[src/rtl/dmem_responder_pkg.sv]
// Shared definitions for the data-memory responder: FSM encoding and sizing constants.
package dmem_responder_pkg;

    typedef enum logic [1:0] {
        IDLE = 2'd0,
        WAIT = 2'd1,
        DONE = 2'd2
    } state_e;

    localparam int WORD_BYTES = 4;
    localparam int CNT_W      = 4;

endpackage

[src/rtl/dmem_responder_if.sv]
// Core-side load/store bus between the MIPS pipeline (master) and the data-memory responder (slave).
interface dmem_responder_if;

    logic        memread;
    logic        memwrite;
    logic [31:0] memaddr;
    logic [31:0] memwritedata;
    logic [31:0] memreaddata;
    logic        stall;
    logic        addr_err;
    logic        proto_err;

    modport master (
        output memread, memwrite, memaddr, memwritedata,
        input  memreaddata, stall, addr_err, proto_err
    );

    modport slave (
        input  memread, memwrite, memaddr, memwritedata,
        output memreaddata, stall, addr_err, proto_err
    );

endinterface

[src/rtl/dmem_responder_array.sv]
// Word storage with synchronous write and a registered read port that can also be forced to zero.
module dmem_array #(
    parameter int DEPTH = 64
) (
    input  logic                     clk,
    input  logic                     reset,
    input  logic                     we,
    input  logic                     re,
    input  logic                     rclr,
    input  logic [$clog2(DEPTH)-1:0] idx,
    input  logic [31:0]              wdata,
    output logic [31:0]              rdata
);

    logic [31:0] mem [DEPTH];

    // NOTE: storage has no reset so it maps onto RAM; only the read register below is reset.
    always_ff @(posedge clk) begin
        if (we) begin
            mem[idx] <= wdata;
        end
    end

    always_ff @(posedge clk or posedge reset) begin
        if (reset) begin
            rdata <= 32'h0;
        end else if (rclr) begin
            rdata <= 32'h0;
        end else if (re) begin
            rdata <= mem[idx];
        end
    end

endmodule

[src/rtl/dmem_responder.sv]
// Data-memory responder: wait-state FSM, address checking and sticky error flags around dmem_array.
module dmem_responder
    import dmem_responder_pkg::*;
#(
    parameter int          DEPTH       = 64,
    parameter int          WAIT_CYCLES = 2,
    parameter logic [31:0] BASE_ADDR   = 32'h0000_0000
) (
    input  logic              clk,
    input  logic              reset,
    dmem_responder_if.slave   bus
);

    localparam int          IDX_W = $clog2(DEPTH);
    localparam logic [31:0] SPAN  = 32'(DEPTH * WORD_BYTES);

    state_e             state;
    state_e             state_next;
    logic [CNT_W-1:0]   cnt;
    logic               lat_write;
    logic [31:0]        lat_addr;
    logic [31:0]        lat_data;

    logic               req;
    logic               cur_write;
    logic [31:0]        cur_addr;
    logic [31:0]        cur_data;
    logic [31:0]        offset;
    logic               bad;
    logic               commit;
    logic [31:0]        rd_data;

    assign req = bus.memread | bus.memwrite;

    // With zero wait states the commit edge is also the latch edge, so use the live bus.
    assign cur_write = (state == IDLE) ? bus.memwrite     : lat_write;
    assign cur_addr  = (state == IDLE) ? bus.memaddr      : lat_addr;
    assign cur_data  = (state == IDLE) ? bus.memwritedata : lat_data;

    assign offset = cur_addr - BASE_ADDR;
    assign bad    = (cur_addr[1:0] != 2'b00) || (offset >= SPAN);
    assign commit = (state_next == DONE);

    // NOTE: sequential state uses non-blocking assignments so every register samples pre-edge values.
    always_ff @(posedge clk or posedge reset) begin
        if (reset) begin
            state <= IDLE;
        end else begin
            state <= state_next;
        end
    end

    // NOTE: every signal driven here gets a default first so no latch is inferred.
    always_comb begin
        state_next = state;
        case (state)
            IDLE:    if (req) state_next = (WAIT_CYCLES == 0) ? DONE : WAIT;
            WAIT:    if (cnt == '0) state_next = DONE;
            DONE:    state_next = IDLE;
            default: state_next = IDLE;
        endcase
    end

    always_comb begin
        bus.stall = 1'b0;
        if ((state == IDLE && req) || state == WAIT) begin
            bus.stall = 1'b1;
        end
    end

    always_ff @(posedge clk or posedge reset) begin
        if (reset) begin
            cnt       <= '0;
            lat_write <= 1'b0;
            lat_addr  <= 32'h0;
            lat_data  <= 32'h0;
        end else if (state == IDLE && req) begin
            lat_write <= bus.memwrite;
            lat_addr  <= bus.memaddr;
            lat_data  <= bus.memwritedata;
            cnt       <= (WAIT_CYCLES > 0) ? CNT_W'(WAIT_CYCLES - 1) : '0;
        end else if (state == WAIT && cnt != '0) begin
            cnt <= cnt - 1'b1;
        end
    end

    always_ff @(posedge clk or posedge reset) begin
        if (reset) begin
            bus.addr_err  <= 1'b0;
            bus.proto_err <= 1'b0;
        end else begin
            if (commit && bad) begin
                bus.addr_err <= 1'b1;
            end
            if (state == IDLE && bus.memread && bus.memwrite) begin
                bus.proto_err <= 1'b1;
            end
        end
    end

    dmem_array #(
        .DEPTH (DEPTH)
    ) u_array (
        .clk   (clk),
        .reset (reset),
        .we    (commit && cur_write && !bad),
        .re    (commit && !cur_write && !bad),
        .rclr  (commit && !cur_write && bad),
        .idx   (offset[IDX_W+1:2]),
        .wdata (cur_data),
        .rdata (rd_data)
    );

    assign bus.memreaddata = rd_data;

endmodule

[src/flat_wrapper.sv]
// flat-port wrapper written by rule: the top's interface ports become plain ports
module dmem_responder_flat import dmem_responder_pkg::*;
#(
    parameter int          DEPTH       = 64,
    parameter int          WAIT_CYCLES = 2,
    parameter logic [31:0] BASE_ADDR   = 32'h0000_0000
)
  (clk, reset, bus_memread, bus_memwrite, bus_memaddr, bus_memwritedata, bus_memreaddata, bus_stall, bus_addr_err, bus_proto_err);
  dmem_responder_if bus_i ();
  input  logic clk;
  input  logic reset;
  input wire logic [$bits(bus_i.memread)-1:0] bus_memread;
  input wire logic [$bits(bus_i.memwrite)-1:0] bus_memwrite;
  input wire logic [$bits(bus_i.memaddr)-1:0] bus_memaddr;
  input wire logic [$bits(bus_i.memwritedata)-1:0] bus_memwritedata;
  output wire logic [$bits(bus_i.memreaddata)-1:0] bus_memreaddata;
  output wire logic [$bits(bus_i.stall)-1:0] bus_stall;
  output wire logic [$bits(bus_i.addr_err)-1:0] bus_addr_err;
  output wire logic [$bits(bus_i.proto_err)-1:0] bus_proto_err;
  assign bus_i.memread = bus_memread;
  assign bus_i.memwrite = bus_memwrite;
  assign bus_i.memaddr = bus_memaddr;
  assign bus_i.memwritedata = bus_memwritedata;
  assign bus_memreaddata = bus_i.memreaddata;
  assign bus_stall = bus_i.stall;
  assign bus_addr_err = bus_i.addr_err;
  assign bus_proto_err = bus_i.proto_err;
  dmem_responder #(.DEPTH(DEPTH), .WAIT_CYCLES(WAIT_CYCLES), .BASE_ADDR(BASE_ADDR)) u_core (.clk(clk), .reset(reset), .bus(bus_i));
endmodule
[config.mk]
export PLATFORM = sky130hd
export DESIGN_NAME = dmem_responder_flat
export DESIGN_NICKNAME = d
export VERILOG_FILES = /design/src/rtl/dmem_responder_pkg.sv /design/src/rtl/dmem_responder_if.sv /design/src/rtl/dmem_responder_array.sv /design/src/rtl/dmem_responder.sv /design/src/flat_wrapper.sv
export SDC_FILE = /design/constraint.sdc
export NUM_CORES = 2
export LEC_CHECK = 0
export BUFFER_PORTS_ARGS = -buffer_cell sky130_fd_sc_hd__buf_2
export CAP_MARGIN = 15
export CELL_PAD_IN_SITES_DETAIL_PLACEMENT = 1
export CELL_PAD_IN_SITES_GLOBAL_PLACEMENT = 2
export CORE_MARGIN = 4
export CORE_UTILIZATION = 35
export DETAILED_ROUTE_END_ITERATION = 16
export PLACE_DENSITY = 0.68
export REMOVE_ABC_BUFFERS = 1
export SYNTH_ARGS = -nofsm -noshare
export SYNTH_HDL_FRONTEND = slang
export SYNTH_HIERARCHICAL = 1
export SYNTH_SLANG_ARGS = --single-unit
export TNS_END_PERCENT = 1
[constraint.sdc]
create_clock -name clk -period 5.8 [get_ports clk]
set_input_delay 1.16 -clock clk [delete_from_list [all_inputs] [get_ports clk]]
set_output_delay 1.16 -clock clk [all_outputs]
set_load 0.1 [all_outputs]
==> impl_results.md <==
* Initial DRC count at 6154
* Syn_area_per_cell at between 15 and 20 sq um
* First-pass GRT wire length at 395000 um
* Leakage power at 30.2 nW
* Clock root buffer: clkbuf_16
* Footprint of the multi-input gates at roughly 17000 sq um
* Mapped Cells at approximately 4900
* RSZ-0062 raised after global routing: false
* Clock-pin slew on the worst setup and hold paths at 0.06 ns
* Crit path DAT at between 5 and 6 ns
* Clock Skew at 0.0491 ns
* CP Max Fanout at 34
* Ys async rst share at 4.88%
* Largest net degree at the start of global routing at 107
* Final WL at around 280000 um
* VDD IR max at 579 uV
* Warnings, synthesis at 6
* # port buffers at 102
* Finished Layout Cells at 8438
* Fmax at just under 0.2 GHz
* Fin. max-slew vios at 0
* Initial core utilization at 35.1%
* Final period util at 87.2%
* Area Overhead vs Synth at 15.7%
* Sw frac at 38.9%
* TritonRoute pass-1 iters at 6
* Antenna viol nets, final at 0
* Routed length per instance at 33.0 um
* R2R setup slack at 0.74 ns
* Slew at the pin closest to its max-slew limit at 1.09 ns
* TritonCTS Buffers at 220
* Die area at 244000 sq um
* Crit. End Element: flip-flop
* Setup-failing EPs final at 0
* Die extent in x at approximately 500 um
* Hold Violations, Final at 0
* CTS tree: yes
* Total Power at between 50 and 60 mW
* Synth top area share at between 70% and 80%
* Largest area contributor in the netlist: edfxtp_1
* Type of the worst setup path: reg2reg
* Initial antenna violation count at 10
* Synth Cell Area at slightly above 80000 sq um
* Dpl cells at 8021
* Max Buffers Root-to-Sink at 3
* Vias in the first global route at approximately 51000
* P per Cell Area at about 560 nW/um^2
* Vias post-DR at 49800
* Clock sinks at 2153
* Die height at ~490 um
* Total track usage at 22.5%
* H-tree levels at 4
* Sequential share of power at between 30 and 40%
* Seq/Total Area, Yosys at just under 80%
* Dpl hpwl at roughly 170000 um
* DRC Markers at 0
* Switching pwr at 21.0 mW
* Power Internal at 33.0 mW
* Area contributors post-synth: edfxtp_1 75%, a22oi_1 4.3%, dfrtp_1 3.2%
* # Post-CTS Setup Buffers at 0
* Clk network pwr share at 25.6%
* Main flop type after synthesis: edfxtp_1
* Status: completed
* Clock latency on the worst-skew pair at 0.87 ns
* Placer Congestion at 0.831
* Yosys reg bits at between 2000 and 2500
* Post-synth EDFFs at slightly above 2000
* Post_cts resized at 0
* Grt ovf at 0
* Via-to-Cell Ratio at 5.90
* Combinational Power Share at 37.0%
* Share of cells above drive strength 1 at 17.2%
* Ports at 103
* Distinct cells, synth at 81
* Max Cap Viol at 0
* Worst slew margin at 27.0%
* Fillers at 23000
* Cell row count at 178
* Worst setup SP type: flip-flop
* Worst hold slack at about 0.28 ns
* Fin crit period at 5.06 ns
* Layout net count at approximately 5200
* Post-route setup TNS at 0 ns
* Hold-fix buffers at CTS at 0
* Core area at ~230000 sq um
* Crit path required time at about 6.5 ns
* Worst min path class: in2async
* Storage element area at 64100 sq um
## cell usage after synthesis, types with 8 or more instances
master,n
a222oi_1,12
dfrtp_1,105
edfxtp_1,2048
o2111a_1,13
o211a_1,12
o21ai_0,131
nor2_1,202
a22o_1,50
a211oi_1,52
mux2_1,39
mux2i_1,130
clkbuf_1,126
buf_4,36
nand3_1,18
buf_1,30
inv_1,9
mux4_2,12
a221o_1,31
nor4_1,27
nor3_1,72
o22ai_1,206
a2bb2oi_1,10
o2bb2ai_1,15
buf_6,10
nor2b_1,8
o32ai_1,8
nand2_1,243
a221oi_1,247
a22oi_1,478
buf_2,174
o21a_1,25
a21oi_1,104
mux2_2,90
a311oi_1,26
## routing by layer
layer  global-route usage, %  up-vias  share of wire [%]
met5                       0        -              0.022
met4                    8.96       10                4.3
met3                    3.53      495                7.0
met2                    36.6     2136                 48
met1                    30.2    26600                 41
li1                        -    20600                  -
## worst max-delay path: stages, from the launching register on
cell and delay, ns:
dfrtp_1 0.41, nor2_4 0.57, buf_4 0.48, mux2i_1 0.56, nand2_1 0.28, nor2_4 0.59, buf_12 0.31, o21ai_0 0.17
nor4_1 0.78, o2111a_1 0.55, a311oi_1 0.15
## placed cells by master, fill, tap and decap left out, types with 13 or more instances in the layout
cell / n
o21a_1: 24
a311oi_1: 26
nand2_1: 241
edfxtp_1: 2048
o2bb2ai_1: 15
mux2i_1: 130
mux2_2: 122
clkbuf_1: 65
clkinv_1: 48
dfrtp_1: 105
o2111a_1: 13
nor2_1: 134
a211oi_1: 52
nor2_4: 69
a22o_1: 50
clkinv_2: 37
nor3_1: 71
clkbuf_16: 221
a221o_1: 31
o22ai_1: 206
nand3_1: 15
buf_2: 102
a21oi_1: 104
a22oi_1: 478
a221oi_1: 247
nor4_1: 27
buf_12: 57
buf_4: 205
bufinv_16: 13
o21ai_0: 131
## power groups by stage
| stage | logic, mW | clock network (mW) | registers, mW |
|---|---|---|---|
| after floorplan | 10.3 | 0 | 20.5 |
| after global placement | 19.6 | 0 | 20.5 |
| after detailed placement | 19.9 | 0 | 20.5 |
| after CTS | 20.0 | 14.0 | 20.2 |
| after global routing | 20.9 | 14.7 | 20.2 |
| final | 19.9 | 13.8 | 20.2 |
## registers in the layout, indices dropped and copies added, names as in the netlist
register and count:
u_core/bus.proto_err 1, u_core/bus.addr_err 1, u_core/lat_data 32, u_core/u_array/mem 2048, u_core/lat_addr 32, u_core/state 2
u_core/cnt 4, u_core/u_array/rdata 32, u_core/lat_write 1
## through the flow
| step | setup WS [ns] | area, sq um | utilization (%) |
|---|---|---|---|
| 2_1_floorplan | -11.06 | 80700 | - |
| 3_3_place_gp | 0.650 | 88500 | 37.7 |
| 3_5_place_dp | 0.610 | 88500 | 37.7 |
| 4_1_cts | 0.681 | 95500 | 40.6 |
| 5_1_grt | 0.590 | 95500 | 40.6 |
| 6_report | 0.744 | 95500 | 40.6 |
## cells by family after synthesis
kind of cell             share of synthesized area, %
flip-flops                                       77.7
AO/OA/AOI/OAI                                    13.1
AND/OR/NAND/NOR                                  3.25
buffers and inverters                            2.27
multiplexers                                     3.66
XOR/XNOR                                       0.0318
adder cells (fa/ha/maj)                        0.0152
## final timing paths
check,from,to,cells after the start
max in group asynchronous,reset,u_core/lat_data[8],3
min reg2reg,u_core/lat_data[5],u_core/lat_data[5],2
min,reset,u_core/lat_data[1],2
max reg2reg,u_core/state[0],u_core/u_array/rdata[8],10
max,u_core/state[0],u_core/u_array/rdata[8],10
min in group clk,u_core/lat_data[5],u_core/lat_data[5],2
## final cells by class
class | instances | share of cell area, %
repair buffers | 364 | 3.34
multi-input cells | 2345 | 18.0
clock inverters | 118 | 1.13
diodes | 3 | 0.00786
well taps | 3150 | 4.13
flip-flops and latches | 2153 | 67.2
clock buffers | 295 | 6.18
inverters | 10 | 0.0485
Power figures use the tool's default switching activity.
